### config.mk
export PLATFORM = sky130hd
export DESIGN_NAME = efuse_seq_arb_flat
export DESIGN_NICKNAME = d
export VERILOG_FILES = /design/src/rtl/efuse_pkg.sv /design/src/rtl/efuse_seq_arb_if.sv /design/src/rtl/efuse_rr_arb.sv /design/src/rtl/efuse_seq_arb.sv /design/src/flat_wrapper.sv
export SDC_FILE = /design/constraint.sdc
export NUM_CORES = 1
export LEC_CHECK = 0
export ABC_AREA = 1
export BUFFER_PORTS_ARGS = -buffer_cell sky130_fd_sc_hd__buf_4
export CAP_MARGIN = 25
export CORE_ASPECT_RATIO = 0.6
export CORE_MARGIN = 1
export CORE_UTILIZATION = 46
export DETAILED_ROUTE_END_ITERATION = 10
export PLACE_DENSITY = 0.85
export RECOVER_POWER = 50
export SYNTH_ARGS = -nofsm -noshare
export SYNTH_HDL_FRONTEND = slang
export SYNTH_SLANG_ARGS = --single-unit
export TNS_END_PERCENT = 100
### constraint.sdc
create_clock -name clk -period 1.38 [get_ports clk]
set_clock_uncertainty 0.1 [all_clocks]
set_input_delay 0.138 -clock clk [delete_from_list [all_inputs] [get_ports clk]]
set_output_delay 0.138 -clock clk [all_outputs]
set_load 0.01 [all_outputs]
### src/rtl/efuse_pkg.sv
// Shared types and default timing for the eFuse sequencer/arbiter slice.
package efuse_pkg;

  typedef enum logic [2:0] {
    IDLE,
    SETUP,
    STROBE,
    HOLD,
    DONE
  } efuse_state_e;

  localparam int T_SETUP_DEF = 2;
  localparam int T_RD_DEF    = 4;
  localparam int T_PGM_DEF   = 16;
  localparam int T_HOLD_DEF  = 1;

  // Wide enough to hold the largest reload value of any timed state.
  function automatic int cnt_width(int a, int b, int c, int d);
    int m;
    m = a;
    if (b > m) m = b;
    if (c > m) m = c;
    if (d > m) m = d;
    return $clog2(m + 1);
  endfunction

  function automatic int idx_width(int n);
    return (n > 1) ? $clog2(n) : 1;
  endfunction

endpackage

### src/rtl/efuse_seq_arb_if.sv
// Client-side request/ack bus shared by all hardware requesters.
interface efuse_seq_arb_if #(
  parameter int NCH = 2,
  parameter int AW  = 8,
  parameter int DW  = 8
);
  logic [NCH-1:0]    req;
  logic [NCH-1:0]    req_wr;
  logic [NCH*AW-1:0] req_addr;
  logic [NCH-1:0]    ack;
  logic [DW-1:0]     rdata;

  modport master (output req, req_wr, req_addr, input ack, rdata);
  modport slave  (input req, req_wr, req_addr, output ack, rdata);
endinterface

### src/rtl/efuse_rr_arb.sv
// Round-robin arbiter; the search starts one past the last granted channel.
module efuse_rr_arb
  import efuse_pkg::*;
#(
  parameter int NCH = 2,
  parameter int IW  = idx_width(NCH)
) (
  input  logic           clk,
  input  logic           rst_n,
  input  logic [NCH-1:0] req,
  input  logic           advance,
  output logic [NCH-1:0] gnt,
  output logic [IW-1:0]  gnt_idx,
  output logic           gnt_vld
);

  logic [IW-1:0] ptr;
  logic [IW-1:0] ch;

  always_comb begin
    gnt     = '0;
    gnt_idx = '0;
    gnt_vld = 1'b0;
    ch      = '0;
    for (int i = 0; i < NCH; i++) begin
      ch = IW'((int'(ptr) + i) % NCH);
      if (!gnt_vld && req[ch]) begin
        gnt_vld     = 1'b1;
        gnt_idx     = ch;
        gnt[ch]     = 1'b1;
      end
    end
  end

  always_ff @(posedge clk or negedge rst_n) begin
    if (!rst_n) begin
      ptr <= '0;
    end else if (advance) begin
      ptr <= (gnt_idx == IW'(NCH - 1)) ? '0 : gnt_idx + 1'b1;
    end
  end

endmodule

### src/rtl/efuse_seq_arb.sv
// eFuse access front-end: arbitrates requesters and times SETUP/STROBE/HOLD on the macro pins.
//   state  | meaning
//   IDLE   | waiting; register override drives pins when rg_efuse_reg_mode=1
//   SETUP  | aen/addr stable ahead of the strobe (T_SETUP cycles)
//   STROBE | rden or pgmen high (T_RD or T_PGM cycles)
//   HOLD   | aen/addr held after the strobe (T_HOLD cycles)
//   DONE   | one-cycle ack to the granted channel
module efuse_seq_arb
  import efuse_pkg::*;
#(
  parameter int NCH     = 2,
  parameter int AW      = 8,
  parameter int DW      = 8,
  parameter int T_SETUP = T_SETUP_DEF,
  parameter int T_RD    = T_RD_DEF,
  parameter int T_PGM   = T_PGM_DEF,
  parameter int T_HOLD  = T_HOLD_DEF
) (
  input  logic          clk,
  input  logic          rst_n,
  input  logic          scan_mode,
  input  logic          rg_efuse_reg_mode,
  input  logic          rg_efuse_pgmen,
  input  logic          rg_efuse_rden,
  input  logic          rg_efuse_aen,
  input  logic [AW-1:0] rg_efuse_addr,
  output logic [DW-1:0] rg_efuse_d,
  efuse_seq_arb_if.slave bus,
  output logic          busy,
  output logic          efuse_pgmen_o,
  output logic          efuse_rden_o,
  output logic          efuse_aen_o,
  output logic [AW-1:0] efuse_addr_o,
  input  logic [DW-1:0] efuse_rdata_i
);

  localparam int CW = cnt_width(T_SETUP, T_RD, T_PGM, T_HOLD);
  localparam int IW = idx_width(NCH);

  efuse_state_e   state, state_nxt;
  logic [CW-1:0]  cnt, cnt_nxt;
  logic           tc, reg_act, grant_go;
  logic [NCH-1:0] gnt, lat_gnt;
  logic [IW-1:0]  gnt_idx;
  logic           gnt_vld, gnt_wr, lat_wr;
  logic [AW-1:0]  gnt_addr, lat_addr, addr_d, addr_q;
  logic           pgmen_d, rden_d, aen_d, pgmen_q, rden_q, aen_q;
  logic [DW-1:0]  rdata_q, rg_d_q;

  assign tc       = (cnt == '0);
  assign reg_act  = (state == IDLE) && rg_efuse_reg_mode;
  assign grant_go = (state == IDLE) && gnt_vld && !rg_efuse_reg_mode && !scan_mode;

  efuse_rr_arb #(.NCH(NCH), .IW(IW)) u_arb (
    .clk     (clk),
    .rst_n   (rst_n),
    .req     (bus.req),
    .advance (grant_go),
    .gnt     (gnt),
    .gnt_idx (gnt_idx),
    .gnt_vld (gnt_vld)
  );

  always_comb begin
    gnt_addr = '0;
    gnt_wr   = 1'b0;
    for (int i = 0; i < NCH; i++) begin
      if (gnt_idx == IW'(i)) begin
        gnt_addr = bus.req_addr[i*AW +: AW];
        gnt_wr   = bus.req_wr[i];
      end
    end
  end

  // Each timed state reloads the down-counter on entry and leaves at terminal count.
  always_comb begin
    state_nxt = state;
    cnt_nxt   = cnt - 1'b1;
    unique case (state)
      IDLE: begin
        cnt_nxt = '0;
        if (grant_go) begin
          state_nxt = SETUP;
          cnt_nxt   = CW'(T_SETUP - 1);
        end
      end
      SETUP: if (tc) begin
        state_nxt = STROBE;
        cnt_nxt   = lat_wr ? CW'(T_PGM - 1) : CW'(T_RD - 1);
      end
      STROBE: if (tc) begin
        state_nxt = HOLD;
        cnt_nxt   = CW'(T_HOLD - 1);
      end
      HOLD: if (tc) begin
        state_nxt = DONE;
        cnt_nxt   = '0;
      end
      DONE: begin
        state_nxt = IDLE;
        cnt_nxt   = '0;
      end
      default: begin
        state_nxt = IDLE;
        cnt_nxt   = '0;
      end
    endcase
  end

  // Pins are decoded from the next state so they switch on the same edge as the FSM.
  always_comb begin
    pgmen_d = 1'b0;
    rden_d  = 1'b0;
    aen_d   = 1'b0;
    addr_d  = '0;
    case (state_nxt)
      SETUP, HOLD: begin
        aen_d  = 1'b1;
        addr_d = (state == IDLE) ? gnt_addr : lat_addr;
      end
      STROBE: begin
        aen_d   = 1'b1;
        addr_d  = lat_addr;
        rden_d  = !lat_wr;
        pgmen_d = lat_wr;
      end
      IDLE: if (reg_act) begin
        pgmen_d = rg_efuse_pgmen;
        rden_d  = rg_efuse_rden;
        aen_d   = rg_efuse_aen;
        addr_d  = rg_efuse_addr;
      end
      default: ;
    endcase
  end

  always_ff @(posedge clk or negedge rst_n) begin
    if (!rst_n) begin
      state    <= IDLE;
      cnt      <= '0;
      lat_gnt  <= '0;
      lat_wr   <= 1'b0;
      lat_addr <= '0;
      pgmen_q  <= 1'b0;
      rden_q   <= 1'b0;
      aen_q    <= 1'b0;
      addr_q   <= '0;
      rdata_q  <= '0;
      rg_d_q   <= '0;
    end else begin
      state   <= state_nxt;
      cnt     <= cnt_nxt;
      pgmen_q <= pgmen_d;
      rden_q  <= rden_d;
      aen_q   <= aen_d;
      addr_q  <= addr_d;
      rg_d_q  <= reg_act ? efuse_rdata_i : '0;
      if (grant_go) begin
        lat_gnt  <= gnt;
        lat_wr   <= gnt_wr;
        lat_addr <= gnt_addr;
      end
      if (state == STROBE && tc && !lat_wr) begin
        rdata_q <= efuse_rdata_i;
      end
    end
  end

  assign busy          = (state != IDLE);
  assign bus.ack       = (state == DONE) ? lat_gnt : '0;
  assign bus.rdata     = rdata_q;
  assign rg_efuse_d    = rg_d_q;
  assign efuse_pgmen_o = pgmen_q && !scan_mode;
  assign efuse_rden_o  = rden_q && !scan_mode;
  assign efuse_aen_o   = aen_q && !scan_mode;
  assign efuse_addr_o  = scan_mode ? '0 : addr_q;

endmodule

### src/flat_wrapper.sv
// flat-port wrapper written by rule: the top's interface ports become plain ports
module efuse_seq_arb_flat import efuse_pkg::*;
#(
  parameter int NCH     = 2,
  parameter int AW      = 8,
  parameter int DW      = 8,
  parameter int T_SETUP = T_SETUP_DEF,
  parameter int T_RD    = T_RD_DEF,
  parameter int T_PGM   = T_PGM_DEF,
  parameter int T_HOLD  = T_HOLD_DEF
)
  (clk, rst_n, scan_mode, rg_efuse_reg_mode, rg_efuse_pgmen, rg_efuse_rden, rg_efuse_aen, rg_efuse_addr, rg_efuse_d, busy, efuse_pgmen_o, efuse_rden_o, efuse_aen_o, efuse_addr_o, efuse_rdata_i, bus_req, bus_req_wr, bus_req_addr, bus_ack, bus_rdata);
  efuse_seq_arb_if #(.NCH(NCH), .AW(AW), .DW(DW)) bus_i ();
  input  logic clk;
  input  logic rst_n;
  input  logic scan_mode;
  input  logic rg_efuse_reg_mode;
  input  logic rg_efuse_pgmen;
  input  logic rg_efuse_rden;
  input  logic rg_efuse_aen;
  input  logic [AW-1:0] rg_efuse_addr;
  output logic [DW-1:0] rg_efuse_d;
  output logic busy;
  output logic efuse_pgmen_o;
  output logic efuse_rden_o;
  output logic efuse_aen_o;
  output logic [AW-1:0] efuse_addr_o;
  input  logic [DW-1:0] efuse_rdata_i;
  input wire logic [$bits(bus_i.req)-1:0] bus_req;
  input wire logic [$bits(bus_i.req_wr)-1:0] bus_req_wr;
  input wire logic [$bits(bus_i.req_addr)-1:0] bus_req_addr;
  output wire logic [$bits(bus_i.ack)-1:0] bus_ack;
  output wire logic [$bits(bus_i.rdata)-1:0] bus_rdata;
  assign bus_i.req = bus_req;
  assign bus_i.req_wr = bus_req_wr;
  assign bus_i.req_addr = bus_req_addr;
  assign bus_ack = bus_i.ack;
  assign bus_rdata = bus_i.rdata;
  efuse_seq_arb #(.NCH(NCH), .AW(AW), .DW(DW), .T_SETUP(T_SETUP), .T_RD(T_RD), .T_PGM(T_PGM), .T_HOLD(T_HOLD)) u_core (.clk(clk), .rst_n(rst_n), .scan_mode(scan_mode), .rg_efuse_reg_mode(rg_efuse_reg_mode), .rg_efuse_pgmen(rg_efuse_pgmen), .rg_efuse_rden(rg_efuse_rden), .rg_efuse_aen(rg_efuse_aen), .rg_efuse_addr(rg_efuse_addr), .rg_efuse_d(rg_efuse_d), .bus(bus_i), .busy(busy), .efuse_pgmen_o(efuse_pgmen_o), .efuse_rden_o(efuse_rden_o), .efuse_aen_o(efuse_aen_o), .efuse_addr_o(efuse_addr_o), .efuse_rdata_i(efuse_rdata_i));
endmodule
==> impl_metrics.toml <==
[routing]
drc = 0
vias_per_cell = 5.24
drt_iter0_markers = 274
drt_pass1_iterations = 5
antenna_left = 0
num_vias = 2636
postRouteWirelength_mm = 8.27
wl_per_cell_um = 16.4

[synthesis]
muxShareOfSynthArea_pct = 0
ys_seq_area_share_pct = 47.7
synth-compound-area-share_pct = 6.40
synth_nets = 358
synthSimpleGateAreaFrac_pct = 32.3
synth-xor-area-share_pct = 1.07
ys_ff_latch = 47
ys.warnings.count = 0
syn_area_mm2 = 0.00246
synth_top_family_by_area = "simple AND/OR/NAND/NOR gates"
syn_area_per_cell_um2 = 7.87
synth_cell_type_count = 26
synth-adder-area-share_pct = 1.02
syn_inst = 313

[floorplan]
rows = 20
start_util_pct = 48.3
io_pins = 73
fp.dieW_um = 96.5
die_h_um = 58.7
die_area_mm2 = 0.00566
coreArea_mm2 = 0.00510

[pwr]
leakage_nw = 2.09
vdd_drop_max_v = 0.000818
fin_total_pwr_mw = 8.01
powerDensity_mw_per_mm2 = 2070

[timing]
final-hold-violation-count = 0
relSlewSlack_pct = 57.0
finalCriticalPeriod_ps = 1680
max_freq_mhz = 595
slew_viol_final = 0
hold_slack_ps = 54.6
worstMarginPinSlew_ps = 645
fin_tns_setup_ps = -5350
final.setup.worst_slack_ps = -302
rsz0062_at_grt = "true"
setup_viol = 29
min_period_over_period_pct = 122

[placed_design]
pre_cts_slack_ps = -164
port_buffers = 72
placed_area_mm2 = 0.00319
globalplace.congestion = 0.867
place_hpwl_mm = 4.74
dp_cells = 460

[finish]
fin_cells = 503
final_nets = 481
fin_util_pct = 75.8
area_growth_pct = 57.0
final_cell_area_mm2 = 0.00387
drive_gt1_share_pct = 39.4
antenna-diode-count = 0

[clocking]
root_buffer = "clkbuf_8"
cts_tree = "yes"
worstSkewPairLatency_ps = 320
cts_sinks = 47
cts.path.max_buffers = 2
numCtsBuffers = 5
clk_pin_slew_ps = 90
htreeDepth = 2

[global_route]
antenna_found_initial = 0
grt_max_degree = 48
track_usage_pct = 29.1
grt_pass1_vias = 2391
grt_pass1_wl_mm = 12.0
grt_overflow = 0

[run_status]
violations = "negative setup slack"
status = "finished with violations"

[job]
cap_violations = 0

[worst_setup_path]
critPathMaxFanout = 12
cp.arrival_ps = 1840
critPathBufInv = 3
crit_family = "simple AND/OR/NAND/NOR gates"
critPathSlowestCell = "dfrtp_1"
end_kind = "flop"
worstPathCellList = "inv_2 > ha_4 > inv_2 > nor2_4 > nand2_4 > nand2_2 > nand2_2 > nor2_4 > buf_12 > nand3_1 > nand3_1"
worstSetupPathType = "reg -> reg"
crit_required_ps = 1540
cp_slowest_stage_delay_ps = 390
startpoint_type = "flop"

[worst_hold_path]
hold_class = "in -> reg"
sequential cells by signal (all words and copies together), names as in the netlist:
register / count
u_core.u_arb.ptr: 1
u_core.state: 3
u_core.lat_gnt: 2
u_core.rden_q: 1
u_core.lat_addr: 8
u_core.rg_efuse_d: 8
u_core.addr_q: 8
u_core.aen_q: 1
u_core.bus.rdata: 8
u_core.pgmen_q: 1
u_core.cnt: 5
u_core.lat_wr: 1
report_power, final:
group | leakage, nW | switching (mW) | internal, mW
logic | 1.45 | 2.48 | 1.93
clock network | 0.0644 | 0.519 | 0.722
registers | 0.581 | 0.427 | 1.93
total | 2.09 | 3.42 | 4.59
worst reg2reg max path, cell delays in order, from the launching register on:
cell and delay [ps]:
dfrtp_1 390, inv_2 80, ha_4 130, inv_2 40, nor2_4 130, nand2_4 100, nand2_2 90, nand2_2 80
nor2_4 130, buf_12 150, nand3_1 110, nand3_1 110
path summary, 6_finish.rpt:
check	start	end	slack, ps	cells after the start
min	bus_req_addr[14]	u_core.lat_addr[6]$_DFFE_PN0P_	50	5
min reg2reg	u_core.bus.rdata[7]$_DFFE_PN0P_	u_core.bus.rdata[7]$_DFFE_PN0P_	410	2
min in group asynchronous	rst_n	u_core.rg_efuse_d[0]$_DFF_PN0_	300	2
max reg2reg	u_core.cnt[0]$_DFF_PN0_	u_core.addr_q[3]$_DFF_PN0_	-300	11
max in group asynchronous	rst_n	u_core.state[1]$_DFF_PN0_	430	2
max	u_core.cnt[0]$_DFF_PN0_	u_core.addr_q[3]$_DFF_PN0_	-300	11
layer usage:
layer	GRT usage, %	vias up	share of wire, %
met3	5.04	47	6.3
met4	14.3	0	5.0
li1	-	1200	-
met5	0	-	0
met1	40.1	1246	43
met2	44.8	143	46
repair_timing:
| action | 4_1_cts | 5_1_grt |
|---|---|---|
| hold endpoints to repair | 72 | 0 |
| setup buffers | 2 | 7 |
| pin swaps | 6 | 5 |
| resized for setup | 24 | 30 |
| hold buffers | 22 | 0 |
| setup endpoints to repair | 32 | 36 |
| cloned | 1 | 3 |
synth_stat cells (all sizes together):
cell type | number | share of area [%]
ha | 2 | 1.0
dfrtp | 47 | 48
nor3 | 1 | 0.20
o22ai | 1 | 0.51
nor2 | 38 | 7.7
a21oi | 4 | 0.81
xor2 | 3 | 1.1
a22oi | 1 | 0.30
clkbuf | 1 | 0.15
o21ai | 22 | 4.8
buf | 5 | 2.3
nand3 | 30 | 6.6
inv | 56 | 9.0
nand2 | 102 | 18
cells by family (layout without fill, tap and decap cells):
logic type / count (synthesis) / in the layout
fa+ha+maj: 2 / 2
simple gates: 171 / 174
buf+inv: 62 / 183
xor+xnor: 3 / 3
compound gates: 28 / 28
flops: 47 / 47
cell usage in the layout, fill, tap and decap left out, drive strengths merged, types with 4 or more instances in the layout:
cell type	instances
inv	55
dlygate4sd3	22
nand3	30
nand2	104
clkbuf	7
a21oi	4
buf	95
nor2	39
dfrtp	47
o21ai	22
final cells by class:
cell class              instances  area, um2
fillers                       349       1240
multi-input cells             207       1220
flip-flops and latches         47       1180
repair buffers                119       1020
inverters                      56        235
well taps                      66       82.6
clock buffers                   5       68.8
clock inverters                 3       67.6
Note: power is estimated with default switching activity, not from simulation.
